[src/rtl/bf_program_loader.sv]
// rtl/bf_program_loader.sv - Brainfuck source loader writing encoded opcodes into core program memory
module bf_program_loader #(
    parameter int INSTR_WIDTH       = 3,
    parameter int PRGMEM_ADDR_WIDTH = 8,
    parameter int STACK_ADDR_WIDTH  = 4
) (
    input  logic                         i_clock,
    input  logic                         i_reset_n,
    input  logic                         i_start,
    input  logic [7:0]                   i_data,
    input  logic                         i_valid,
    output logic                         o_ready,
    output logic                         o_prgmem_in,
    output logic [PRGMEM_ADDR_WIDTH-1:0] o_prgmem_addr,
    output logic [INSTR_WIDTH-1:0]       o_prgmem_data,
    output logic [PRGMEM_ADDR_WIDTH:0]   o_length,
    output logic                         o_core_hold,
    output logic                         o_done,
    output logic                         o_error,
    output logic [1:0]                   o_error_code
);

    typedef enum logic [2:0] {
        S_IDLE,
        S_LOAD,
        S_FILL,
        S_DONE,
        S_ERROR
    } state_t;

    localparam logic [INSTR_WIDTH-1:0] OP_NOP   = INSTR_WIDTH'(3'b000);
    localparam logic [INSTR_WIDTH-1:0] OP_INC   = INSTR_WIDTH'(3'b010);
    localparam logic [INSTR_WIDTH-1:0] OP_DEC   = INSTR_WIDTH'(3'b011);
    localparam logic [INSTR_WIDTH-1:0] OP_RIGHT = INSTR_WIDTH'(3'b100);
    localparam logic [INSTR_WIDTH-1:0] OP_LEFT  = INSTR_WIDTH'(3'b101);
    localparam logic [INSTR_WIDTH-1:0] OP_OPEN  = INSTR_WIDTH'(3'b110);
    localparam logic [INSTR_WIDTH-1:0] OP_CLOSE = INSTR_WIDTH'(3'b111);

    localparam logic [PRGMEM_ADDR_WIDTH:0] CNT_ONE   = {{PRGMEM_ADDR_WIDTH{1'b0}}, 1'b1};
    localparam logic [STACK_ADDR_WIDTH:0]  DEPTH_ONE = {{STACK_ADDR_WIDTH{1'b0}}, 1'b1};
    localparam logic [STACK_ADDR_WIDTH:0]  DEPTH_MAX = {1'b1, {STACK_ADDR_WIDTH{1'b0}}};

    state_t                         r_state;
    state_t                         w_state_next;
    logic [PRGMEM_ADDR_WIDTH:0]     r_count;
    logic [STACK_ADDR_WIDTH:0]      r_depth;
    logic                           r_prgmem_in;
    logic [PRGMEM_ADDR_WIDTH-1:0]   r_prgmem_addr;
    logic [INSTR_WIDTH-1:0]         r_prgmem_data;
    logic [PRGMEM_ADDR_WIDTH:0]     r_length;
    logic [1:0]                     r_error_code;

    logic                           w_is_bf;
    logic [INSTR_WIDTH-1:0]         w_opcode;
    logic                           w_wr;
    logic                           w_fill_wr;
    logic                           w_clear;
    logic                           w_term;
    logic                           w_err_set;
    logic [1:0]                     w_err_code;

    always_comb begin
        w_is_bf  = 1'b1;
        w_opcode = OP_NOP;
        case (i_data)
            8'h2B:   w_opcode = OP_INC;
            8'h2D:   w_opcode = OP_DEC;
            8'h3E:   w_opcode = OP_RIGHT;
            8'h3C:   w_opcode = OP_LEFT;
            8'h5B:   w_opcode = OP_OPEN;
            8'h5D:   w_opcode = OP_CLOSE;
            default: w_is_bf = 1'b0;
        endcase
    end

    always_ff @(posedge i_clock or negedge i_reset_n) begin
        if (!i_reset_n) begin
            r_state <= S_IDLE;
        end else begin
            r_state <= w_state_next;
        end
    end

    always_comb begin
        w_state_next = r_state;
        w_wr         = 1'b0;
        w_fill_wr    = 1'b0;
        w_clear      = 1'b0;
        w_term       = 1'b0;
        w_err_set    = 1'b0;
        w_err_code   = 2'b00;
        case (r_state)
            S_IDLE, S_DONE, S_ERROR: begin
                if (i_start) begin
                    w_state_next = S_LOAD;
                    w_clear      = 1'b1;
                end
            end
            S_LOAD: begin
                if (i_valid) begin
                    if (i_data == 8'h00) begin
                        if (r_depth != '0) begin
                            w_err_set  = 1'b1;
                            w_err_code = 2'b11;
                        end else begin
                            w_term       = 1'b1;
                            w_state_next = S_FILL;
                        end
                    end else if (w_is_bf) begin
                        if (w_opcode == OP_CLOSE && r_depth == '0) begin
                            w_err_set  = 1'b1;
                            w_err_code = 2'b01;
                        end else if (w_opcode == OP_OPEN && r_depth == DEPTH_MAX) begin
                            w_err_set  = 1'b1;
                            w_err_code = 2'b10;
                        end else if (r_count[PRGMEM_ADDR_WIDTH]) begin
                            w_err_set  = 1'b1;
                            w_err_code = 2'b11;
                        end else begin
                            w_wr = 1'b1;
                        end
                    end
                    if (w_err_set) begin
                        w_state_next = S_ERROR;
                    end
                end
            end
            S_FILL: begin
                // Counter MSB set means the top address has already been written.
                if (r_count[PRGMEM_ADDR_WIDTH]) begin
                    w_state_next = S_DONE;
                end else begin
                    w_fill_wr = 1'b1;
                end
            end
            default: w_state_next = S_IDLE;
        endcase
    end

    always_ff @(posedge i_clock or negedge i_reset_n) begin
        if (!i_reset_n) begin
            r_count       <= '0;
            r_depth       <= '0;
            r_prgmem_in   <= 1'b0;
            r_prgmem_addr <= '0;
            r_prgmem_data <= '0;
            r_length      <= '0;
            r_error_code  <= 2'b00;
        end else begin
            r_prgmem_in <= w_wr | w_fill_wr;
            if (w_clear) begin
                r_count      <= '0;
                r_depth      <= '0;
                r_length     <= '0;
                r_error_code <= 2'b00;
            end
            if (w_wr) begin
                r_prgmem_addr <= r_count[PRGMEM_ADDR_WIDTH-1:0];
                r_prgmem_data <= w_opcode;
                r_count       <= r_count + CNT_ONE;
                if (w_opcode == OP_OPEN) begin
                    r_depth <= r_depth + DEPTH_ONE;
                end else if (w_opcode == OP_CLOSE) begin
                    r_depth <= r_depth - DEPTH_ONE;
                end
            end
            if (w_fill_wr) begin
                r_prgmem_addr <= r_count[PRGMEM_ADDR_WIDTH-1:0];
                r_prgmem_data <= OP_NOP;
                r_count       <= r_count + CNT_ONE;
            end
            if (w_term) begin
                r_length <= r_count;
            end
            if (w_err_set) begin
                r_error_code <= w_err_code;
            end
        end
    end

    assign o_ready       = (r_state == S_LOAD);
    assign o_prgmem_in   = r_prgmem_in;
    assign o_prgmem_addr = r_prgmem_addr;
    assign o_prgmem_data = r_prgmem_data;
    assign o_length      = r_length;
    assign o_core_hold   = (r_state != S_DONE);
    assign o_done        = (r_state == S_DONE);
    assign o_error       = (r_state == S_ERROR);
    assign o_error_code  = r_error_code;

endmodule

[config.mk]
export PLATFORM = sky130hd
export DESIGN_NAME = bf_program_loader
export DESIGN_NICKNAME = d
export VERILOG_FILES = /design/src/rtl/bf_program_loader.sv
export SDC_FILE = /design/constraint.sdc
export NUM_CORES = 1
export LEC_CHECK = 0
export ABC_AREA = 1
export BUFFER_PORTS_ARGS = -buffer_cell sky130_fd_sc_hd__buf_2
export CAP_MARGIN = 5
export CORE_AREA = 2 2 68 119
export CTS_CLUSTER_DIAMETER = 100
export DETAILED_ROUTE_END_ITERATION = 8
export DIE_AREA = 0 0 70 121
export GPL_TIMING_DRIVEN = 0
export SETUP_SLACK_MARGIN = 0.2
export SKIP_LAST_GASP = 1
export SLEW_MARGIN = 20
export SYNTH_ARGS = -nofsm -noshare
export SYNTH_HDL_FRONTEND = slang
export SYNTH_SLANG_ARGS = --single-unit
[constraint.sdc]
create_clock -name i_clock -period 2.9 [get_ports i_clock]
set_input_delay 0.435 -clock i_clock [delete_from_list [all_inputs] [get_ports i_clock]]
set_output_delay 0.435 -clock i_clock [all_outputs]
set_load 0.05 [all_outputs]
==> summary.txt, run 1 <==
Run status
  • Run status: complete, no violations

Detailed routing
  • Top layer in use: met4
  • WL met2: 2851 µm
  • WL/cell: 13.00 µm
  • Drt via density: 4.774
  • Pre-antenna DRT Iters: 4
  • Length of routed met3 wiring: 198 µm
  • Final ANT Viol Nets: 0
  • DRT met1 WL: 2062 µm
  • DRC Markers: 0
  • DRT iter0 DRCs: 56
  • Via Count: 1919
  • Drt total wl: 5226 µm

Timing
  • RSZ-0062 raised after global routing: no
  • Max Clk Rate: 510.6 MHz
  • # setup viols final: 0
  • Setup WS post-layout: approximately 0.94 ns
  • Worst-Margin Slew: between 0.9 and 1 ns
  • Final clock skew: 0.008099 ns
  • Min cycle time layout: 1.958 ns
  • Setup TNS Final: 0 ns
  • Hold Fails Final Rpt: 0
  • Max Slew Vio Count: 0
  • Part of the cycle the worst path needs: between 60% and 70%
  • Rel. slew slack: 39.43%

Worst setup path
  • Reg2reg setup slack: 0.94 ns
  • CP Class: flop to flop
  • Startpoint Class: flop
  • Required @ worst endpoint: 3.05 ns
  • CP cell instances: inv_1 > ha_1 > nand2_1 > nor2_2 > nand2_2 > nand3_2 > nand3b_4 > nand2_4 > buf_6 > nand3_1 > o21ai_0
  • CP Capture Type: flop
  • Worst path slowest cell: dfrtp_1
  • Worst reg-to-reg path cell count: 11
  • CP Max Fanout: 10
  • Reg2reg end: r_count[4]$_DFFE_PN0P_
  • Worst Path Arrival: 2.11 ns
  • Peak per-stage delay on the critical path: 0.43 ns
  • R2R Path Start: r_depth[0]$_DFF_PN0_

Place
  • Placed cells: slightly below 400
  • Gpl congestion: between 0.8 and 0.9
  • Number of I/O port buffers: 38
  • Pre-CTS setup slack: 0.8798 ns
  • Dpl hpwl: between 3000 and 4000 µm

Power
  • P per Cell Area: 435.0 nW/µm²
  • Sw Ratio: 20.90%
  • Max VDD drop: ~270 µV
  • Logic pwr share: 2.9%
  • Reg power frac: 48.5%
  • Lkg Pwr: 0.001400 µW
  • P_sw: 240.4 µW
  • Design Power: between 1000 and 1500 µW
  • Clk pwr share: 48.6%
  • P_int: 909.8 µW

Finish
  • Post-layout util: 35.43%
  • Final Non-Filler Cells: about 400
  • Fin nets: 328
  • Commonest non-fill, non-tap cell in the layout: nand2_1
  • Fillers: 773
  • Layout cells sized above 1: 25.48%
  • Layout area overhead: 20.54%
  • Most frequent cells in the layout: nand2_1, dfrtp_1, buf_2, inv_1, o21ai_0
  • Ant diodes: 0

Clock tree
  • CTS clk-pin slew, worst paths: 0.06 ns
  • TritonCTS buffer count: 5
  • CTS tree: built
  • Hold Buf Count CTS: 0
  • Setup Buffers After CTS: 0
  • CTS Root Cell: clkbuf_16
  • CTS Sinks: 40
  • Resize count post-CTS: 0
  • Clk_lat worst skew: 0.28 ns
  • H-tree lvl count: 2
  • Clock Path Buffers: 2

GRT
  • Grt ovf: 0
  • GRT Util Overall: 13.12%
  • Initial antenna violation count: 0
  • Vias in the first global route: slightly below 2k
  • First-pass GRT wire length: 8769 µm
  • Largest net degree at the start of global routing: 41

Floorplan
  • Initial Util: 29.39%
  • Core ar.: 7462 µm²
  • Row cnt: 42
  • IO Count: 39
  • Die area: 8470 µm²
  • Chip width: about 70 µm
  • Die height: 121 µm

Synthesis
  • Synth Area per Inst: approximately 8.2 µm²
  • Register area share after synthesis: 45.64%
  • Post-Syn Area: 2193 µm²
  • Mapped Nets: about 280
  • Post-Synthesis Cells: 268
  • Syn. warnings: 0
  • Synth cell types: 32
  • Flops & latches, synth: 40

Job
  • Max cap viols: 0

Min path
  • Hold Crit Class: input pin to asynchronous set/reset pin
[power by group through the flow]
stage	Sequential (µW)	Combinational [µW]	Clock, µW
global placement	568	33.8	0
detailed placement	568	34.5	0
floorplan	568	10.0	0
CTS	558	34.5	572
global route	558	39.2	590
finish	558	33.3	559
[state kept, by name, summed over array words and instances, names as in the netlist]
signal / cells
o_length: 9
r_count: 9
o_prgmem_addr: 8
r_depth: 5
o_prgmem_data: 3
r_state: 3
o_error_code: 2
o_prgmem_in: 1
[worst max-delay path, delay by kind of cell (launching register included)]
kind,cells,cell delay [ns]
flip-flops,1,0.43
AO/OA/AOI/OAI,1,0.09
adder cells (fa/ha/maj),1,0.18
buffers and inverters,2,0.25
AND/OR/NAND/NOR,7,0.89
[final cells by class]
type                    instances  area, µm²  share of cell area, %
multi-input cells             186       1010                  38.19
flip-flops and latches         40       1001                  37.86
repair buffers                 38      190.2                  7.194
inverters                      37      138.9                  5.253
well taps                      88      110.1                  4.165
plain buffers                   5      43.79                  1.656
clock buffers                   7      142.6                  5.395
clock inverters                 1      7.507                 0.2840
[stage by stage]
step | hold slack, ns | cell area [µm²]
final | 0.2888 | 2644
after global routing | 0.3757 | 2644
after CTS | 0.3216 | 2644
after detailed placement | 0.4754 | 2494
after global placement | 0.4821 | 2494
after floorplan | 0.1394 | 2193
[cell families after synthesis]
kind of cell / share of synthesized area (%)
XOR/XNOR: 2.795
AND/OR/NAND/NOR: 28.52
AO/OA/AOI/OAI: 13.01
buffers and inverters: 8.328
flip-flops: 45.64
adder cells (fa/ha/maj): 1.712
[Yosys cell counts]
| cell type | number | area share, % |
|---|---|---|
| nand3b_4 | 1 | 0.91 |
| nand2_4 | 2 | 1.0 |
| nor4_1 | 1 | 0.29 |
| nand3b_1 | 1 | 0.34 |
| buf_2 | 1 | 0.23 |
| or2_2 | 1 | 0.29 |
| xnor2_1 | 2 | 0.80 |
| a21oi_1 | 5 | 1.1 |
| o21ai_0 | 29 | 6.6 |
| nor3_4 | 1 | 0.74 |
| dfrtp_1 | 40 | 46 |
| nand2_1 | 49 | 8.4 |
| nor3_1 | 4 | 0.91 |
| nand3_1 | 27 | 6.2 |
| a22oi_1 | 3 | 1.0 |
| nor2_2 | 5 | 1.4 |
| inv_1 | 33 | 5.6 |
| nor2_1 | 22 | 3.8 |
| nand4_1 | 4 | 1.1 |
| clkbuf_2 | 1 | 0.23 |
| xor2_1 | 5 | 2.0 |
| inv_2 | 4 | 0.68 |
| o21ai_1 | 2 | 0.46 |
| o21a_1 | 1 | 0.34 |
| nor2_4 | 1 | 0.51 |
| nand3_2 | 2 | 0.91 |
| o31ai_1 | 1 | 0.34 |
| a21oi_2 | 7 | 2.8 |
| buf_6 | 3 | 1.5 |
| nand2_2 | 6 | 1.7 |
| ha_1 | 3 | 1.7 |
| a31oi_1 | 1 | 0.29 |
[routing by layer]
metal / GRT usage [%] / up-vias
met4: 6.130 / 0
met5: 0 / -
met1: 13.52 / 905
met3: 2.741 / 8
li1: - / 966
met2: 24.76 / 40
[worst max-delay path by stage]
stage | to | from | slack, ns | depth (start not counted)
floorplan | o_length[7]$_DFFE_PN0P_ | r_state[1]$_DFFE_PN0P_ | 0.40 | 10
global placement | o_length[7]$_DFFE_PN0P_ | i_data[1] | 0.87 | 10
detailed placement | o_length[7]$_DFFE_PN0P_ | i_data[1] | 0.88 | 10
CTS | r_count[2]$_DFFE_PN0P_ | r_depth[0]$_DFF_PN0_ | 0.93 | 11
global route | r_count[6]$_DFFE_PN0P_ | r_depth[0]$_DFF_PN0_ | 0.75 | 11
finish | r_count[4]$_DFFE_PN0P_ | r_depth[0]$_DFF_PN0_ | 0.94 | 11
(Power assumes the default switching activity.)
==> inputs of run 2 (changes only) <==
- ABC_AREA: 1 -> 0
- CORE_AREA: 2 2 68 119 -> 2 2 70 121
- DIE_AREA: 0 0 70 121 -> 0 0 72 123
- clock period: 2.9 -> 1.9 ns (I/O delays scaled with it)
==> run 2 against run 1 <==
Core utilization grew 7.7 points. Sequential cell count stayed put. Combinational power rose to 22 times the previous value. Fmax down 8.1%. Sequential share of layout area is 8.4 points lower. The flow now finishes with violations (negative setup slack). Clock skew about the same. Total power up 140%. Area after synthesis is 4.8% higher. Register-to-register slack worse by 1.2 ns.
==> summary.txt, run 2 <==
Detailed routing
  • Final ANT Viol Nets: 0 (unchanged)
  • Pre-antenna DRT Iters: 4 (unchanged)
  • Length of routed met3 wiring: 216 µm (+9.1%)
  • DRT iter0 DRCs: 144 (+160%)
  • WL met2: 3744 µm (+31%)
  • DRC Markers: 0 (unchanged)
  • WL/cell: 16.35 µm (+26%)
  • Drt total wl: 6705 µm (+28%)
  • Top layer in use: met4
  • DRT met1 WL: 2520 µm (+22%)
  • Via Count: 2213 (+15%)
  • Drt via density: 5.398 (+13%)

Timing
  • Max Clk Rate: 469.5 MHz (-8.1%)
  • Part of the cycle the worst path needs: 112.1% (+45 points)
  • Setup WS post-layout: -0.2300 ns (-1.172 ns)
  • Hold Fails Final Rpt: 0 (unchanged)
  • # setup viols final: 21 (+21)
  • Rel. slew slack: 37.35% (-2.1 points)
  • Max Slew Vio Count: 0 (unchanged)
  • Final clock skew: 0.008096 ns (-0.000003330 ns)
  • RSZ-0062 raised after global routing: yes
  • Min cycle time layout: 2.130 ns (+0.1715 ns)
  • Worst-Margin Slew: 0.9397 ns (+0.03117 ns)
  • Setup TNS Final: -3.000 ns (-3.000 ns)

Synthesis
  • Post-Syn Area: 2298 µm² (+4.8%)
  • Flops & latches, synth: 40 (unchanged)
  • Register area share after synthesis: 43.55% (-2.1 points)
  • Cell with the most instances after synthesis: nand2_1
  • Syn. warnings: 0 (unchanged)
  • Post-Synthesis Cells: 244 (-9.0%)
  • Async set-reset flop share out of synthesis: 100.0% (unchanged)
  • Top post-synthesis cells by count: nand2_1, dfrtp_1, nand3_1
  • Synth cell types: 60 (+88%)
  • Synth Area per Inst: 9.420 µm² (+15%)
  • Mapped Nets: 259 (-8.5%)
  • Main area contributors after synthesis: dfrtp_1, nand2_1, nand3_1, mux2i_1, mux2_1
  • Primary FF master, synth: dfrtp_1
  • Post-synth EDFFs: 0 (unchanged)
  • Area share of the largest cell type after synthesis: 43.55% (-2.1 points)
  • Largest area contributor in the netlist: dfrtp_1

Run status
  • Failing checks: negative setup slack
  • Run status: finished, violations left

Floorplan
  • Row cnt: 43 (+2.4%)
  • Die height: 123 µm (+1.7%)
  • Die area: 8856 µm² (+4.6%)
  • Chip width: 72 µm (+2.9%)
  • IO Count: 39 (unchanged)
  • Core ar.: 7909 µm² (+6.0%)
  • Initial Util: 29.06% (-0.33 points)

Clock tree
  • TritonCTS buffer count: 5 (unchanged)
  • CTS clk-pin slew, worst paths: 0.06 ns (about the same)
  • CTS Root Cell: clkbuf_16
  • H-tree lvl count: 2 (unchanged)
  • CTS Sinks: 40 (unchanged)
  • Hold Buf Count CTS: 0 (unchanged)
  • Clock Path Buffers: 2 (unchanged)
  • Clk_lat worst skew: 0.28 ns (about the same)
  • CTS tree: built

Job
  • Max cap viols: 0 (unchanged)

Finish
  • Layout area overhead: 48.39%
  • Layout cells sized above 1: 46.25% (+21 points)
  • Fin nets: 334 (+1.8%)
  • Final instance area: 3411 µm² (+29%)
  • Ant diodes: 0 (unchanged)
  • Commonest non-fill, non-tap cell in the layout: dfrtp_1
  • Post-layout util: 43.13% (+7.7 points)
  • Most frequent cells in the layout: dfrtp_1, nand2_1, buf_2, buf_4, buf_6

Worst setup path
  • CP Class: flop to flop
  • CP Max Fanout: 5 (-5)
  • Required @ worst endpoint: 2.06 ns (-0.99 ns)
  • CP Capture Type: flop
  • Worst Path Arrival: 2.29 ns (+0.18 ns)
  • Worst reg-to-reg path cell count: 8 (-3)
  • Startpoint Class: flop

Place
  • Gpl congestion: 0.7890 (-4.4%)
  • Area after DPL: 2733 µm² (+9.6%)
  • Number of I/O port buffers: 38 (unchanged)
  • Pre-CTS setup slack: -0.4930 ns (-1.373 ns)
  • Dpl hpwl: 4344 µm (+10%)

Min path
  • Hold Crit Class: input pin to asynchronous set/reset pin

Power
  • Design Power: 2788 µW (+140%)
  • Max VDD drop: 393.1 µV (+46%)
  • Lkg Pwr: 0.001690 µW (+21%)
  • P per Cell Area: 817.5 nW/µm² (+88%)

GRT
  • Largest net degree at the start of global routing: 41 (unchanged)
  • Grt ovf: 0 (unchanged)
  • Vias in the first global route: 2216 (+15%)
  • Initial antenna violation count: 0 (unchanged)
  • First-pass GRT wire length: 10650 µm (+21%)
  • GRT Util Overall: 15.34% (+2.2 points)
[run 2: through the flow]
step                hold slack (ns)  std cells
floorplan                  -0.01059        244
global placement             0.4714        372
CTS                          0.1716        399
finish                       0.1453        410
global route                 0.2219        410
detailed placement           0.4772        372
[run 2: cell families after synthesis]
kind of cell    after synthesis  share of synthesized area [%]
buf+inv                      20                          3.702
mux                          17                          8.056
fa+ha+maj                     3                          1.633
compound gates               45                          15.19
xor+xnor                      3                          1.143
flops                        40                          43.55
simple gates                116                          26.73
[run 2: timing repair]
action | 4_1_cts | 5_1_grt
setup endpoints to repair | 41 | 42
resized for setup | 38 | 38
gates cloned | 1 | 2
pin swaps | 13 | 17
setup buffers | 18 | 9
[run 2: worst paths after layout]
path	start	end	slack [ns]
min reg2reg	o_length[6]$_DFFE_PN0P_	o_length[6]$_DFFE_PN0P_	0.48
max reg2reg	r_count[8]$_DFFE_PN0P_	o_prgmem_addr[3]$_DFFE_PN0P_	-0.23
max in group asynchronous	i_reset_n	r_state[0]$_DFFE_PN0P_	1.12
max	r_count[8]$_DFFE_PN0P_	o_prgmem_addr[3]$_DFFE_PN0P_	-0.23
min	i_reset_n	o_length[6]$_DFFE_PN0P_	0.15
min in group i_clock	i_start	r_state[0]$_DFFE_PN0P_	0.32
[run 2: cell type report]
type                    instances  area [µm²]
plain buffers                  11       108.9
clock buffers                   6       138.9
clock inverters                 2       38.79
fillers                       753        4498
inverters                       9       40.04
multi-input cells             184        1465
flip-flops and latches         40        1005
well taps                      90       112.6
repair buffers                 68       501.7
[run 2: routing by layer]
metal | track usage (%) | up-vias
li1 | - | 1050
met1 | 16.93 | 1082
met2 | 27.78 | 66
met3 | 1.548 | 15
met4 | 9.198 | 0
met5 | 0 | -
[run 2: power by group]
group | leakage [µW] | internal (µW) | switching, µW
combinational | 0.00106 | 324 | 411
sequential | 0.000539 | 935 | 115
clock | 0.0000871 | 658 | 346
[run 2: worst max-delay path, cell delays in order (launching register included)]
cell and delay, ns:
dfrtp_1 0.37, buf_6 0.13, or4b_4 0.55, inv_4 0.10, nor3_4 0.05, mux2i_2 0.21, nand2_2 0.14, buf_8 0.17
mux2_4 0.29
